`config.mk`:
```
export PLATFORM = sky130hd
export DESIGN_NAME = vedic_mult_pipe
export DESIGN_NICKNAME = d
export VERILOG_FILES = /design/src/rtl/vedic_mult_pipe.sv
export SDC_FILE = /design/constraint.sdc
export NUM_CORES = 1
export LEC_CHECK = 0
export ABC_AREA = 1
export BUFFER_PORTS_ARGS = -buffer_cell sky130_fd_sc_hd__buf_2
export CORE_MARGIN = 2
export CORE_UTILIZATION = 46
export CTS_BUF_LIST = sky130_fd_sc_hd__clkbuf_4 sky130_fd_sc_hd__clkbuf_8 sky130_fd_sc_hd__clkbuf_16
export DETAILED_ROUTE_END_ITERATION = 8
export GPL_TIMING_DRIVEN = 0
export PLACE_DENSITY = 0.71
export SYNTH_ARGS = -nofsm -noshare
export SYNTH_HDL_FRONTEND = slang
export SYNTH_SLANG_ARGS = --single-unit
```
`constraint.sdc`:
```
create_clock -name clk -period 2.8 [get_ports clk]
set_input_delay 0.84 -clock clk [delete_from_list [all_inputs] [get_ports clk]]
set_output_delay 0.84 -clock clk [all_outputs]
set_load 0.005 [all_outputs]
```
`src/rtl/vedic_mult_pipe.sv`:
```
// Pipelined WIDTH x WIDTH Vedic (Urdhva-Tiryagbhyam) multiplier with signed/unsigned
// mode, a pass-through tag and a valid/ready handshake on both sides.

// Recursive vertical-crosswise core: splits into four half-width products down to 2x2 cells.
module vedic_core #(
  parameter int unsigned N = 4
) (
  input  logic [N-1:0]   x,
  input  logic [N-1:0]   y,
  output logic [2*N-1:0] p
);
  generate
    if (N == 2) begin : g_cell
      logic t1, t2, c1, t3;
      assign t1 = x[1] & y[0];
      assign t2 = x[0] & y[1];
      assign c1 = t1 & t2;
      assign t3 = x[1] & y[1];
      assign p  = {t3 & c1, t3 ^ c1, t1 ^ t2, x[0] & y[0]};
    end else begin : g_split
      localparam int unsigned H = N / 2;
      logic [N-1:0] hh, hl, lh, ll;
      logic [N:0]   mid;

      vedic_core #(.N(H)) u_hh (.x(x[N-1:H]), .y(y[N-1:H]), .p(hh));
      vedic_core #(.N(H)) u_hl (.x(x[N-1:H]), .y(y[H-1:0]), .p(hl));
      vedic_core #(.N(H)) u_lh (.x(x[H-1:0]), .y(y[N-1:H]), .p(lh));
      vedic_core #(.N(H)) u_ll (.x(x[H-1:0]), .y(y[H-1:0]), .p(ll));

      assign mid = {1'b0, hl} + {1'b0, lh};
      assign p   = {hh, {N{1'b0}}}
                 + {{(H-1){1'b0}}, mid, {H{1'b0}}}
                 + {{N{1'b0}}, ll};
    end
  endgenerate
endmodule

module vedic_mult_pipe #(
  parameter int unsigned WIDTH = 8,
  parameter int unsigned TAG_W = 4
) (
  input  logic               clk,
  input  logic               rst_n,
  input  logic [WIDTH-1:0]   a,
  input  logic [WIDTH-1:0]   b,
  input  logic               signed_mode,
  input  logic [TAG_W-1:0]   tag_in,
  input  logic               in_valid,
  output logic               in_ready,
  output logic [2*WIDTH-1:0] c,
  output logic [TAG_W-1:0]   tag_out,
  output logic               out_valid,
  input  logic               out_ready
);
  localparam int unsigned HW = WIDTH / 2;
  localparam int unsigned PW = 2 * WIDTH;

  // Stage 1: sign and magnitudes
  logic             v1_q, v1_d;
  logic [TAG_W-1:0] tag1_q, tag1_d;
  logic             neg1_q, neg1_d;
  logic [WIDTH-1:0] ma_q, ma_d, mb_q, mb_d;
  // Stage 2: sub-products
  logic             v2_q, v2_d;
  logic [TAG_W-1:0] tag2_q, tag2_d;
  logic             neg2_q, neg2_d;
  logic [WIDTH-1:0] hh_q, hh_d, hl_q, hl_d, lh_q, lh_d, ll_q, ll_d;
  // Stage 3: result
  logic             v3_q, v3_d;
  logic [TAG_W-1:0] tag3_q, tag3_d;
  logic [PW-1:0]    c_q, c_d;

  logic             adv_c;
  logic [WIDTH-1:0] a_mag_c, b_mag_c;
  logic [WIDTH-1:0] hh_c, hl_c, lh_c, ll_c;
  logic [WIDTH:0]   mid_c;
  logic [PW-1:0]    p_c;

  assign adv_c    = !v3_q | out_ready;
  assign in_ready = adv_c;

  // Most negative operand maps to 2^(WIDTH-1), which still fits unsigned in WIDTH bits.
  assign a_mag_c = (signed_mode & a[WIDTH-1]) ? ({WIDTH{1'b0}} - a) : a;
  assign b_mag_c = (signed_mode & b[WIDTH-1]) ? ({WIDTH{1'b0}} - b) : b;

  vedic_core #(.N(HW)) u_hh (.x(ma_q[WIDTH-1:HW]), .y(mb_q[WIDTH-1:HW]), .p(hh_c));
  vedic_core #(.N(HW)) u_hl (.x(ma_q[WIDTH-1:HW]), .y(mb_q[HW-1:0]),     .p(hl_c));
  vedic_core #(.N(HW)) u_lh (.x(ma_q[HW-1:0]),     .y(mb_q[WIDTH-1:HW]), .p(lh_c));
  vedic_core #(.N(HW)) u_ll (.x(ma_q[HW-1:0]),     .y(mb_q[HW-1:0]),     .p(ll_c));

  assign mid_c = {1'b0, hl_q} + {1'b0, lh_q};
  assign p_c   = {hh_q, {WIDTH{1'b0}}}
               + {{(HW-1){1'b0}}, mid_c, {HW{1'b0}}}
               + {{WIDTH{1'b0}}, ll_q};

  // All three stages move together; a stalled output freezes the whole pipe.
  always_comb begin
    v1_d   = v1_q;   tag1_d = tag1_q; neg1_d = neg1_q; ma_d = ma_q; mb_d = mb_q;
    v2_d   = v2_q;   tag2_d = tag2_q; neg2_d = neg2_q;
    hh_d   = hh_q;   hl_d   = hl_q;   lh_d   = lh_q;   ll_d = ll_q;
    v3_d   = v3_q;   tag3_d = tag3_q; c_d    = c_q;
    if (adv_c) begin
      v1_d   = in_valid;
      tag1_d = tag_in;
      neg1_d = signed_mode & (a[WIDTH-1] ^ b[WIDTH-1]);
      ma_d   = a_mag_c;
      mb_d   = b_mag_c;
      v2_d   = v1_q;
      tag2_d = tag1_q;
      neg2_d = neg1_q;
      hh_d   = hh_c;
      hl_d   = hl_c;
      lh_d   = lh_c;
      ll_d   = ll_c;
      v3_d   = v2_q;
      tag3_d = tag2_q;
      c_d    = neg2_q ? ({PW{1'b0}} - p_c) : p_c;
    end
  end

  always_ff @(posedge clk) begin
    if (!rst_n) begin
      v1_q <= 1'b0; tag1_q <= '0; neg1_q <= 1'b0; ma_q <= '0; mb_q <= '0;
      v2_q <= 1'b0; tag2_q <= '0; neg2_q <= 1'b0;
      hh_q <= '0;   hl_q   <= '0; lh_q   <= '0;   ll_q <= '0;
      v3_q <= 1'b0; tag3_q <= '0; c_q    <= '0;
    end else begin
      v1_q <= v1_d; tag1_q <= tag1_d; neg1_q <= neg1_d; ma_q <= ma_d; mb_q <= mb_d;
      v2_q <= v2_d; tag2_q <= tag2_d; neg2_q <= neg2_d;
      hh_q <= hh_d; hl_q   <= hl_d;   lh_q   <= lh_d;   ll_q <= ll_d;
      v3_q <= v3_d; tag3_q <= tag3_d; c_q    <= c_d;
    end
  end

  assign c         = c_q;
  assign tag_out   = tag3_q;
  assign out_valid = v3_q;
endmodule

```
; ---- Yosys cells after proc, flatten, opt, wreduce, memory -nomap -nowiden
; Cells that the tools add are included.
[totals]
mem_count = 0
mem_bits_ro = 0
out_inout_bits = 22
ff_bits = 81
mem_bits_rw = 0
latch_bits = 0
[classes]
n_mul = 0
n_bitwise = 133
muxes = 3
n_lt_le_gt_ge = 0
n_eq_ne = 0
shifts = 0
div_mod_pow = 0
reduce_logical = 1
add_sub_neg = 18
[ops]
columns = operator, n
row1 = $and A1 B1 Y1, 99
row2 = $xor A1 B1 Y1, 33
row3 = $add A8 B4 Y8, 4
row4 = $add A8 B7 Y8, 4
row5 = $add A4 B4 Y5, 4
row6 = $add A16 B13 Y16, 1
row7 = $add A16 B8 Y16, 1
row8 = $mux W16, 1
row9 = $mux W8, 2
row10 = $sub A1 B16 Y16 const A, 1
row11 = $sub A1 B8 Y8 const A, 2
row12 = $add A8 B8 Y9, 1
row13 = $logic_not A1 Y1, 1
row14 = $or A1 B1 Y1, 1

; ---- Depth between registers and ports, before layout
; Gate-level depths: netlist of the first run.
[depth]
depth_word = 6
depth_mapped = 24

; ---- Hierarchy
; A second synthesis of the first run with hierarchy kept.
[hier_totals]
cells_unflattened = 971
area_unflattened_um2 = 6603.8
[modules_own_cells]
columns = module, cells_each, area_each_um2, instances, seq_area_each_um2
row1 = vedic_mult_pipe, 631, 4416.7, 1, 1621.6
row2 = vedic_core (u_hh ...), 45, 326.6, 4, 0.0
row3 = vedic_core (u_hh.g_split.u_hh ...), 10, 55.1, 16, 0.0

; ---- Worst setup path after synthesis of the first run
; Ideal clock, no wire load.
[synth_path]
path_type = register -> register
start = register hl_q[0]
end = register c_q[13] (netlist: c[13])
setup_time_ns = 0.109
t_arrival_ns = 2.907
n_path_buf = 0
path_stages_with_launch = 22
slack_ns = -0.216
cell_sequence = dfxtp_1 -> ha_1 -> inv_1 -> fa_1 -> o21ai_0 -> a21oi_1 -> o21ai_0 -> xnor2_1 -> inv_1 -> ha_1 -> nand2_1 -> inv_1 -> a21oi_1 -> nand3b_1 -> nand2_2 -> nand2_2 -> o21ai_2 -> inv_1 -> nand2_1 -> nand3_1 -> nand2_1 -> inv_1
[synth_via]
elab_chain_cells = 5
[synth_rtl]
columns = item, line_no
row1 = "start, declared", 67  ; logic [WIDTH-1:0] hh_q, hh_d, hl_q, hl_d, lh_q, lh_d, ll_q, ll_d;
row2 = "start signal, assigned", 130  ; hh_q <= hh_d; hl_q <= hl_d; lh_q <= lh_d; ll_q <= ll_d;
row3 = $add A8 B8 Y9 *, 91  ; assign mid_c = {1'b0, hl_q} + {1'b0, lh_q};
row4 = $add A16 B13 Y16 *, 93  ; + {{(HW-1){1'b0}}, mid_c, {HW{1'b0}}}
row5 = $add A16 B8 Y16 *, 94  ; + {{WIDTH{1'b0}}, ll_q};
row6 = $sub A1 B16 Y16, 117  ; c_d = neg2_q ? ({PW{1'b0}} - p_c) : p_c;
row7 = $mux W16 *, 117
row8 = "end signal, assigned", 126  ; v3_q <= 1'b0; tag3_q <= '0; c_q <= '0;
row9 = "end signal, assigned", 131  ; v3_q <= v3_d; tag3_q <= tag3_d; c_q <= c_d;
row10 = "end, declared", 71  ; logic [PW-1:0] c_q, c_d;
; Mark *: on every way between the ends. The rest lies on a longest branch, timed or not.
; A chain may end at the register's enable or synchronous reset.

; ---- Final worst setup path of the first run
[layout_path]
start = register hl_q[0]
end = register c_q[15] (netlist: c[15])
; The elaborated chain is that of the path after synthesis.

==> results of run 1 <==
## worst paths after layout
check,from,endpoint,slack [ns],cells past startpoint
worst max-delay path,hl_q[0],c[15],-0.29,21
worst min-delay path,tag2_q[1],tag2_q[1],0.48,2
worst min register to register,tag2_q[1],tag2_q[1],0.48,2
worst max register to register,hl_q[0],c[15],-0.29,21
## worst max-delay path, cell delays in order (launching register included)
cell and delay [ns]:
dfxtp_2 0.36, ha_4 0.15, inv_2 0.04, fa_2 0.35, o21ai_2 0.18, a21oi_2 0.08
o21ai_2 0.23, a21oi_2 0.08, o21bai_1 0.14, ha_1 0.30, buf_6 0.15, nand2_2 0.07
inv_1 0.05, a21boi_2 0.16, nand3_1 0.09, nand2_1 0.08, nand2_2 0.08, o21ai_0 0.17
nand3_1 0.09, nand3_1 0.09, nand2_1 0.06, inv_1 0.04
## sequential cells by signal, summed over array words and instances, names as in the netlist, 4 cells and up
| name | flops |
|---|---|
| hl_q | 8 |
| ll_q | 8 |
| tag2_q | 4 |
| tag1_q | 4 |
| hh_q | 8 |
| lh_q | 8 |
| tag_out | 4 |
| mb_q | 8 |
| ma_q | 8 |
| c | 16 |
## layout make-up
cell class | instances | area (µm²) | share of cell area
multi-input combinational | 651 | 4609 | 0.5803
sequential | 81 | 1684 | 0.2120
inverter | 168 | 630.6 | 0.07940
timing repair buffer | 63 | 369.1 | 0.04647
clock buffer | 11 | 252.7 | 0.03182
tap | 180 | 225.2 | 0.02836
buffer | 25 | 110.1 | 0.01386
clock inverter | 5 | 61.31 | 0.007719
## report_power, final
group	switching (mW)	internal (mW)
Combinational	0.516	0.365
Clock	0.491	0.744
Sequential	0.0979	1.24
## metal layers
layer,vias up,GRT usage,part of all wire
met3,15,0.05065,0.040
met4,0,0.04670,0.012
met1,2798,0.2919,0.45
met2,120,0.4069,0.50
li1,3118,-,-
met5,-,0,0
## cell families after synthesis
kind of cell               share of synthesized area
AOI/OAI and AO/OA                             0.1438
xor gates and xnor gates                     0.04889
adders and majority gates                     0.2057
buffers and inverters                         0.1242
DFF                                           0.2515
and+or+nand+nor                               0.2260
## cells in the mapped netlist (all sizes together)
cell / n / area, µm²
a211oi: 1 / 7.510
a21boi: 1 / 7.510
a21o: 3 / 22.52
a21oi: 56 / 280.3
a31oi: 2 / 12.51
buf: 4 / 27.52
clkbuf: 38 / 142.6
dfxtp: 81 / 1622
fa: 10 / 200.2
ha: 90 / 1126
inv: 168 / 630.6
nand2: 204 / 783.3
nand3: 47 / 245.2
nand3b: 3 / 22.52
nand4: 2 / 12.51
nor2: 86 / 335.3
nor3: 3 / 15.01
nor4: 2 / 12.51
o211ai: 10 / 75.07
o21ai: 69 / 349.1
o21bai: 7 / 52.55
o221ai: 11 / 96.34
o31ai: 2 / 15.01
o41ai: 1 / 8.760
or2: 5 / 31.28
xnor2: 19 / 166.4
xor2: 17 / 148.9
## through the flow
step	hold WS [ns]	std cells	instance area, µm²	util
CTS	0.4722	1175	7491	0.5439
global placement	0.4457	1167	6905	0.5014
finish	0.4790	1184	7943	0.5767
detailed placement	0.4638	1167	6905	0.5014
floorplan	0.4297	942	6455	-
global route	0.4923	1184	7943	0.5767
## what timing repair did
item | 4_1_cts | 5_1_grt
pin swaps | 38 | 72
gates resized for setup | 79 | 81
endpoints found under the setup margin | 18 | 16
buffers inserted | 8 | 12
==> key figures, run 1 <==
Outcome
  – Outcome: finished with violations
  – Failing checks: negative setup slack

Yosys
  – Sequential fraction of the synthesis area: 0.2515
  – Synthesized Nets: 1067
  – Post-Syn Instances: about 940
  – Netlist cell types: 36
  – Warnings, synthesis: 0
  – Synth Register Bits: roughly 80
  – Syn avg cell area: roughly 6.8 µm²
  – Synthesized area: between 6000 and 7000 µm²

Run
  – Max_cap viols: 0

Drt
  – WL/cell: between 10 and 15 µm
  – Pre-antenna DRT Iters: 5
  – Via/cell ratio: slightly above 5
  – Vias: slightly above 6000
  – Initial DRC Count: between 400 and 500
  – DRC viols: 0
  – Final ANT Viol Nets: 0
  – Aggregate routed wire length: around 18000 µm

Clock tree
  – Clock H-tree levels: 3
  – Max Buffers Root-to-Sink: 2
  – CTS clk-pin slew, worst paths: approximately 0.06 ns
  – Worst-Skew Late Latency: approximately 0.34 ns
  – Hold Buf Count CTS: 0
  – # clock sinks: 81
  – Total CTS buffers: 9
  – CTS tree: built
  – Root Driver: clkbuf_16

Pwr
  – Lkg Pwr: ~4.8 nW
  – Pwr Total: 3.454 mW
  – Max IR drop VDD: 326.3 µV
  – PD cells: about 430 nW/µm²

Worst setup path
  – Crit path required time: just over 3 ns
  – Startpoint types: flip-flop
  – WS Path Type: flip-flop to flip-flop
  – Crit-path max FO: 4
  – Crit path capture type: flip-flop
  – CP Data Arrival Time: 3.38 ns

GRT
  – Tot GR Track Use: 0.2318
  – Largest net degree at the start of global routing: 15
  – Vias in the first global route: about 5500
  – Initial antenna violation count: 0
  – First-pass GRT wire length: between 20000 and 30000 µm
  – Final global-route overflow total: 0

Timing
  – Final Critical Period: 3.094 ns
  – RSZ-0062 raised after global routing: yes
  – Final setup viols: 5
  – Rel. slew slack: 0.4153
  – Slew @ Worst Pin: about 0.9 ns
  – Final slew viol count: 0
  – Final hold viol count: 0
  – Final clock skew: slightly below 0.006 ns
  – Setup WS post-layout: -0.2944 ns
  – Fmax: roughly 320 MHz
  – Final worst path period share: 1.105
  – Setup tns final: -0.9703 ns

Final layout
  – Area grow syn2layout: 23.17%
  – Fill count: 1302
  – Most common cell after layout, fill and taps aside: nand2_1
  – Antenna cells: 0
  – Nets: 1124
  – Most frequent cells in the layout: 173 x nand2_1, 159 x inv_1, 77 x nor2_1, 71 x ha_1, 64 x o21ai_0
  – Fraction of layout cells with a size suffix above 1: 0.2171

Die
  – Initial core utilization: 0.4682
  – Core Region: ~14000 µm²
  – Die area: approximately 15000 µm²
  – Standard-cell rows: between 40 and 50
  – Die Wd: 122.4 µm
  – Io pins: 47
  – Die Y: around 120 µm

Place
  – Hpwl dp: roughly 13000 µm
  – Gp weighted congestion: 0.8961
  – Place WS: -0.4371 ns
  – I/O Buffers: 45

Min path
  – Hold Crit Class: flip-flop to flip-flop
Note: power is estimated with default switching activity, not from simulation.
==> run 2: changes to the inputs <==
Settings changed: CORE_UTILIZATION 46 to 55, PLACE_DENSITY 0.71 to 0.82.
==> key figures, run 2 (same netlist as run 1, synthesis figures left out) <==
Worst setup path
  – Reg-to-Reg End: c[15]
  – Critical Path Start: hl_q[2]
  – Crit path required time: just over 3 ns
  – Startpoint types: flip-flop
  – Crit path capture type: flip-flop
  – Crit-path max FO: 4
  – Setup slack, reg-to-reg: -0.41 ns
  – WS Path Type: flip-flop to flip-flop
  – RR Startpoint: hl_q[2]
  – Reg2reg path depth: 22
  – CP Capture Point: c[15]
  – CP Data Arrival Time: 3.46 ns

Clock tree
  – CTS clk-pin slew, worst paths: 0.06 ns
  – Total CTS buffers: 9
  – CTS tree: built
  – Hold Buf Count CTS: 0
  – Root Driver: clkbuf_16
  – Clock H-tree levels: 3
  – # clock sinks: slightly above 80
  – Max Buffers Root-to-Sink: 2
  – Worst-Skew Late Latency: 0.34 ns

Final layout
  – Antenna cells: 0
  – Max reg flops: 16
  – Nets: approximately 1100
  – Fraction of layout cells with a size suffix above 1: 0.2068
  – Area grow syn2layout: 21.44%
  – Final instance area: approximately 7800 µm²
  – Reg area: ~1700 µm²
  – Fill count: just under 900
  – Multi-input logic area: 4587 µm²
  – Most common cell after layout, fill and taps aside: nand2_1
  – Most frequent cells in the layout: 173 x nand2_1, 162 x inv_1, 78 x nor2_1, 67 x ha_1, 64 x o21ai_0

Drt
  – WL/cell: between 15 and 20 µm
  – Initial DRC Count: 503
  – Via/cell ratio: ~5.6
  – Pre-antenna DRT Iters: 6
  – Final ANT Viol Nets: 0
  – DRC viols: 0
  – Vias: between 6000 and 7000
  – Aggregate routed wire length: 18270 µm

GRT
  – First-pass GRT wire length: 28070 µm
  – Vias in the first global route: between 6000 and 7000
  – Tot GR Track Use: 0.2757
  – Initial antenna violation count: 0
  – Largest net degree at the start of global routing: 13
  – Final global-route overflow total: 0

Timing
  – Final setup viols: 8
  – Final clock skew: just over 0.007 ns
  – Final slew viol count: 0
  – Final worst path period share: 1.148
  – Rel. slew slack: 0.4894
  – Setup tns final: -1.983 ns
  – Fmax: ~310 MHz
  – RSZ-0062 raised after global routing: yes
  – Slew @ Worst Pin: 0.7658 ns
  – Setup WS post-layout: -0.4143 ns
  – Final hold viol count: 0
  – Final Critical Period: about 3.2 ns

Place
  – Hpwl dp: between 10000 and 15000 µm
  – I/O Buffers: 45
  – Gp weighted congestion: 0.8988
  – DP Area: approximately 6900 µm²

Pwr
  – Lkg Pwr: 4.665 nW
  – Max IR drop VDD: 402.9 µV
  – PD cells: 427.4 nW/µm²

Die
  – Core Region: 11420 µm²
  – Io pins: 47
  – Initial core utilization: 0.5648
  – Die Y: 112.3 µm
  – Die area: between 10000 and 15000 µm²
  – Standard-cell rows: 39
  – Die Wd: about 110 µm

Outcome
  – Failing checks: negative setup slack
  – Outcome: finished with violations

Min path
  – Hold Crit Class: flip-flop to flip-flop

Run
  – Max_cap viols: 0
==> run 2: cell types whose count changed in the layout (fill, tap and decap cells not counted), moves of 4 or more <==
cell,previous run,this run
xnor2_1,14,18
nand2_4,11,7
xnor2_2,5,1
inv_2,9,5
ha_1,71,67
nand2_2,20,24
==> run 2: per-stage QoR <==
step	instances	hold WS, ns	setup WS [ns]	util	power, mW
after global routing	1144	0.5079	-0.5166	0.6858	3.505
after detailed placement	1130	0.4545	-0.3685	0.6007	2.042
after CTS	1134	0.4787	-0.1567	0.6400	3.239
final	1144	0.4783	-0.4143	0.6858	3.347
after floorplan	942	0.4297	0.006993	-	1.834
after global placement	1130	0.4439	-0.2807	0.6007	2.021
==> run 2: layout make-up <==
class                      instances  share of cell area
buffer                            26             0.01454
clock buffer                      11             0.03147
clock inverter                     3            0.005432
inverter                         168             0.08084
multi-input combinational        651              0.5857
sequential                        81              0.2154
tap                              143             0.02285
timing repair buffer              61             0.04378
==> run 2: critical path: stages (launching register included) <==
cell and delay (ns):
dfxtp_2 0.34, ha_4 0.26, a21oi_2 0.13, nand2_2 0.09, a21oi_2 0.14, o21bai_1 0.12, nand2_1 0.08, nand2_1 0.06
a21oi_2 0.23, xor2_2 0.28, ha_4 0.28, nand2_1 0.13, nand2_2 0.09, a21oi_2 0.13, nand3b_1 0.11, nand2_2 0.11
nand2_4 0.07, nor2_1 0.11, nand2_1 0.07, nand3_1 0.06, nand3_1 0.08, nand2_1 0.07, inv_1 0.04
==> run 2: routing by layer <==
metal	GRT usage	wire, µm	up-vias
met4	0.1008	660	0
met2	0.4871	8962	257
met3	0.04968	1299	62
met5	0	0	-
li1	-	-	3101
met1	0.3356	7345	2958
==> run 2: repair_timing <==
item	CTS	global route
endpoints found under the setup margin	18	17
pin swaps	27	49
buffers inserted	6	10
gates cloned	0	0
resized for setup	55	92
==> run 2: worst min path at each step <==
stage	slack, ns	endpoint	cells past startpoint	start
finish	0.48	tag_out[1]	2	tag_out[1]
global route	0.51	tag_out[1]	2	tag_out[1]
CTS	0.48	v2_q	2	v2_q
detailed placement	0.45	v2_q	2	v2_q
global placement	0.44	v2_q	2	v2_q
floorplan	0.43	v2_q	2	v2_q
==> run 2: report_power, final <==
part           total (mW)  switching (mW)  internal (mW)
clock network        1.18           0.465          0.713
registers            1.34          0.0995           1.24
logic               0.829           0.493          0.336
total                3.35            1.06           2.29
==> run 3: changes to the inputs <==
Settings changed: CORE_UTILIZATION 55 to 56, PLACE_DENSITY 0.82 to 0.83.
==> key figures, run 3 (same netlist as run 1, synthesis figures left out) <==
Die
  – Core Region: between 10000 and 15000 µm²
  – Standard-cell rows: 39
  – Die area: roughly 12000 µm²
  – Die Y: between 100 and 150 µm
  – Die Wd: ~110 µm
  – Io pins: 47
  – Initial core utilization: 0.5696

Worst setup path
  – Reg2reg path depth: 20
  – Setup slack, reg-to-reg: -0.41 ns
  – CP Data Arrival Time: about 3.5 ns
  – Crit path required time: roughly 3 ns
  – CP Cell Sequence: ha_1 > a21oi_2 > o21ai_2 > a21oi_1 > o21ai_2 > a21oi_1 > o21bai_1 > ha_1 > nand2_1 > nor2_2 > nand3_1 > nand3_1 > nand2_1 > nand2_2 > buf_4 > inv_1 > nand3_1 > nand3_1 > nand2_1 > inv_1
  – Crit-path max FO: 4
  – Crit path capture type: flip-flop
  – Slowest cell delay on critical path: 0.38 ns
  – Cell family with most CP delay: simple AND/OR/NAND/NOR gates
  – CP max-delay cell: ha_1
  – WS Path Type: flip-flop to flip-flop
  – Worst Path Buf+Inv: 3
  – RR Startpoint: hl_q[3]
  – Startpoint types: flip-flop
  – Reg-to-Reg End: c[14]
  – Most used cell along the critical path: nand3_1

Timing
  – Final clock skew: 0.005727 ns
  – Final setup viols: 5
  – Slew @ Worst Pin: ~0.72 ns
  – Fmax: slightly above 300 MHz
  – Final Critical Period: approximately 3.2 ns
  – RSZ-0062 raised after global routing: yes
  – Final hold viol count: 0
  – Final slew viol count: 0
  – Rel. slew slack: 0.5172
  – Final worst path period share: 1.146
  – Setup WS post-layout: -0.4085 ns

Min path
  – Hold depth: 2
  – Hold Crit Class: flip-flop to flip-flop
  – Hold Crit Endpoint: tag1_q[1]
  – Hold_sp: tag1_q[1]

GRT
  – Largest net degree at the start of global routing: 17
  – Tot GR Track Use: 0.2765
  – Initial antenna violation count: 0
  – Final global-route overflow total: 0
  – Vias in the first global route: 6052
  – First-pass GRT wire length: roughly 28000 µm

Final layout
  – Antenna cells: 0
  – Most frequent cells in the layout: 171 x nand2_1, 160 x inv_1, 76 x nor2_1, 71 x ha_1, 63 x o21ai_0
  – Area grow syn2layout: 21.50%
  – Fraction of layout cells with a size suffix above 1: 0.2173
  – Most common cell after layout, fill and taps aside: nand2_1
  – Nets: 1128
  – Max reg flops: 16
  – Final core occ: 0.6921
  – Final instance area: just under 8000 µm²

Outcome
  – Outcome: finished with violations
  – Failing checks: negative setup slack

Drt
  – DRC viols: 0
  – Via/cell ratio: about 5.5
  – Final ANT Viol Nets: 0
  – Pre-antenna DRT Iters: 8
  – Vias: between 6000 and 7000
  – WL/cell: 16.03 µm
  – Aggregate routed wire length: 18450 µm
  – Initial DRC Count: 540

Clock tree
  – # clock sinks: 81
  – Root Driver: clkbuf_16
  – Total CTS buffers: 9
  – Max Buffers Root-to-Sink: 2
  – Hold Buf Count CTS: 0
  – Clock H-tree levels: 3
  – CTS clk-pin slew, worst paths: 0.07 ns
  – CTS tree: built
  – Worst-Skew Late Latency: between 0.3 and 0.4 ns

Pwr
  – Pwr Total: 3.374 mW
  – Lkg Pwr: around 4.7 nW
  – Max IR drop VDD: ~370 µV
  – PD cells: 430.6 nW/µm²

Place
  – DP Area: about 6900 µm²
  – Gp weighted congestion: around 0.91
  – Hpwl dp: 12460 µm
  – I/O Buffers: 45

Run
  – Max_cap viols: 0
-- run 3: cell type report --
| class | instances | area, µm² |
|---|---|---|
| clock buffer | 9 | 225.2 |
| timing repair buffer | 67 | 391.6 |
| fill | 839 | 3486 |
| inverter | 168 | 630.6 |
| multi-input combinational | 651 | 4559 |
| tap | 143 | 178.9 |
| buffer | 25 | 110.1 |
| sequential | 81 | 1682 |
| clock inverter | 7 | 57.56 |
-- run 3: power by group --
part | switching (mW) | total, mW | internal (mW) | leakage (nW)
combinational | 0.524 | 0.881 | 0.357 | 3.88
clock | 0.536 | 1.15 | 0.615 | 0.135
sequential | 0.101 | 1.34 | 1.24 | 0.675
total | 1.16 | 3.37 | 2.21 | 4.69
-- run 3: how the worst max path moves through the flow --
stage	cells past startpoint	slack [ns]	end	from
after floorplan	21	0.007	c[13]	hl_q[0]
after global placement	20	-0.38	c[15]	lh_q[0]
after detailed placement	20	-0.42	c[15]	lh_q[0]
after CTS	20	-0.24	c[15]	lh_q[0]
after global routing	21	-0.57	c[14]	hl_q[3]
final	20	-0.41	c[14]	hl_q[3]
-- run 3: timing repair --
action	CTS	global route
pin swaps	29	45
endpoints found under the setup margin	17	16
setup buffers	7	15
resized for setup	58	88
-- run 3: routing by layer --
metal  routed length (µm)  GRT usage  vias to the layer above
li1                     -          -                     3120
met1                 7598     0.3244                     2921
met2                 8920     0.4882                      261
met3                 1133    0.06014                       68
met4                  794     0.1160                        0
met5                    0          0                        -
-- run 3: stage by stage --
step	hold WS, ns	std cells	setup WS, ns	TNS, ns
floorplan	0.4297	942	0.006993	0
global placement	0.4405	1130	-0.3837	-2.926
detailed placement	0.4648	1130	-0.4150	-3.659
CTS	0.4814	1137	-0.2425	-0.8159
global route	0.5053	1151	-0.5711	-2.828
finish	0.4780	1151	-0.4085	-1.685
-- run 3: worst min-delay path: cells and delay by family, from the launching register on --
kind,cells,cell delay [ns]
AND/OR/NAND/NOR,2,0.12
flip-flops,1,0.32
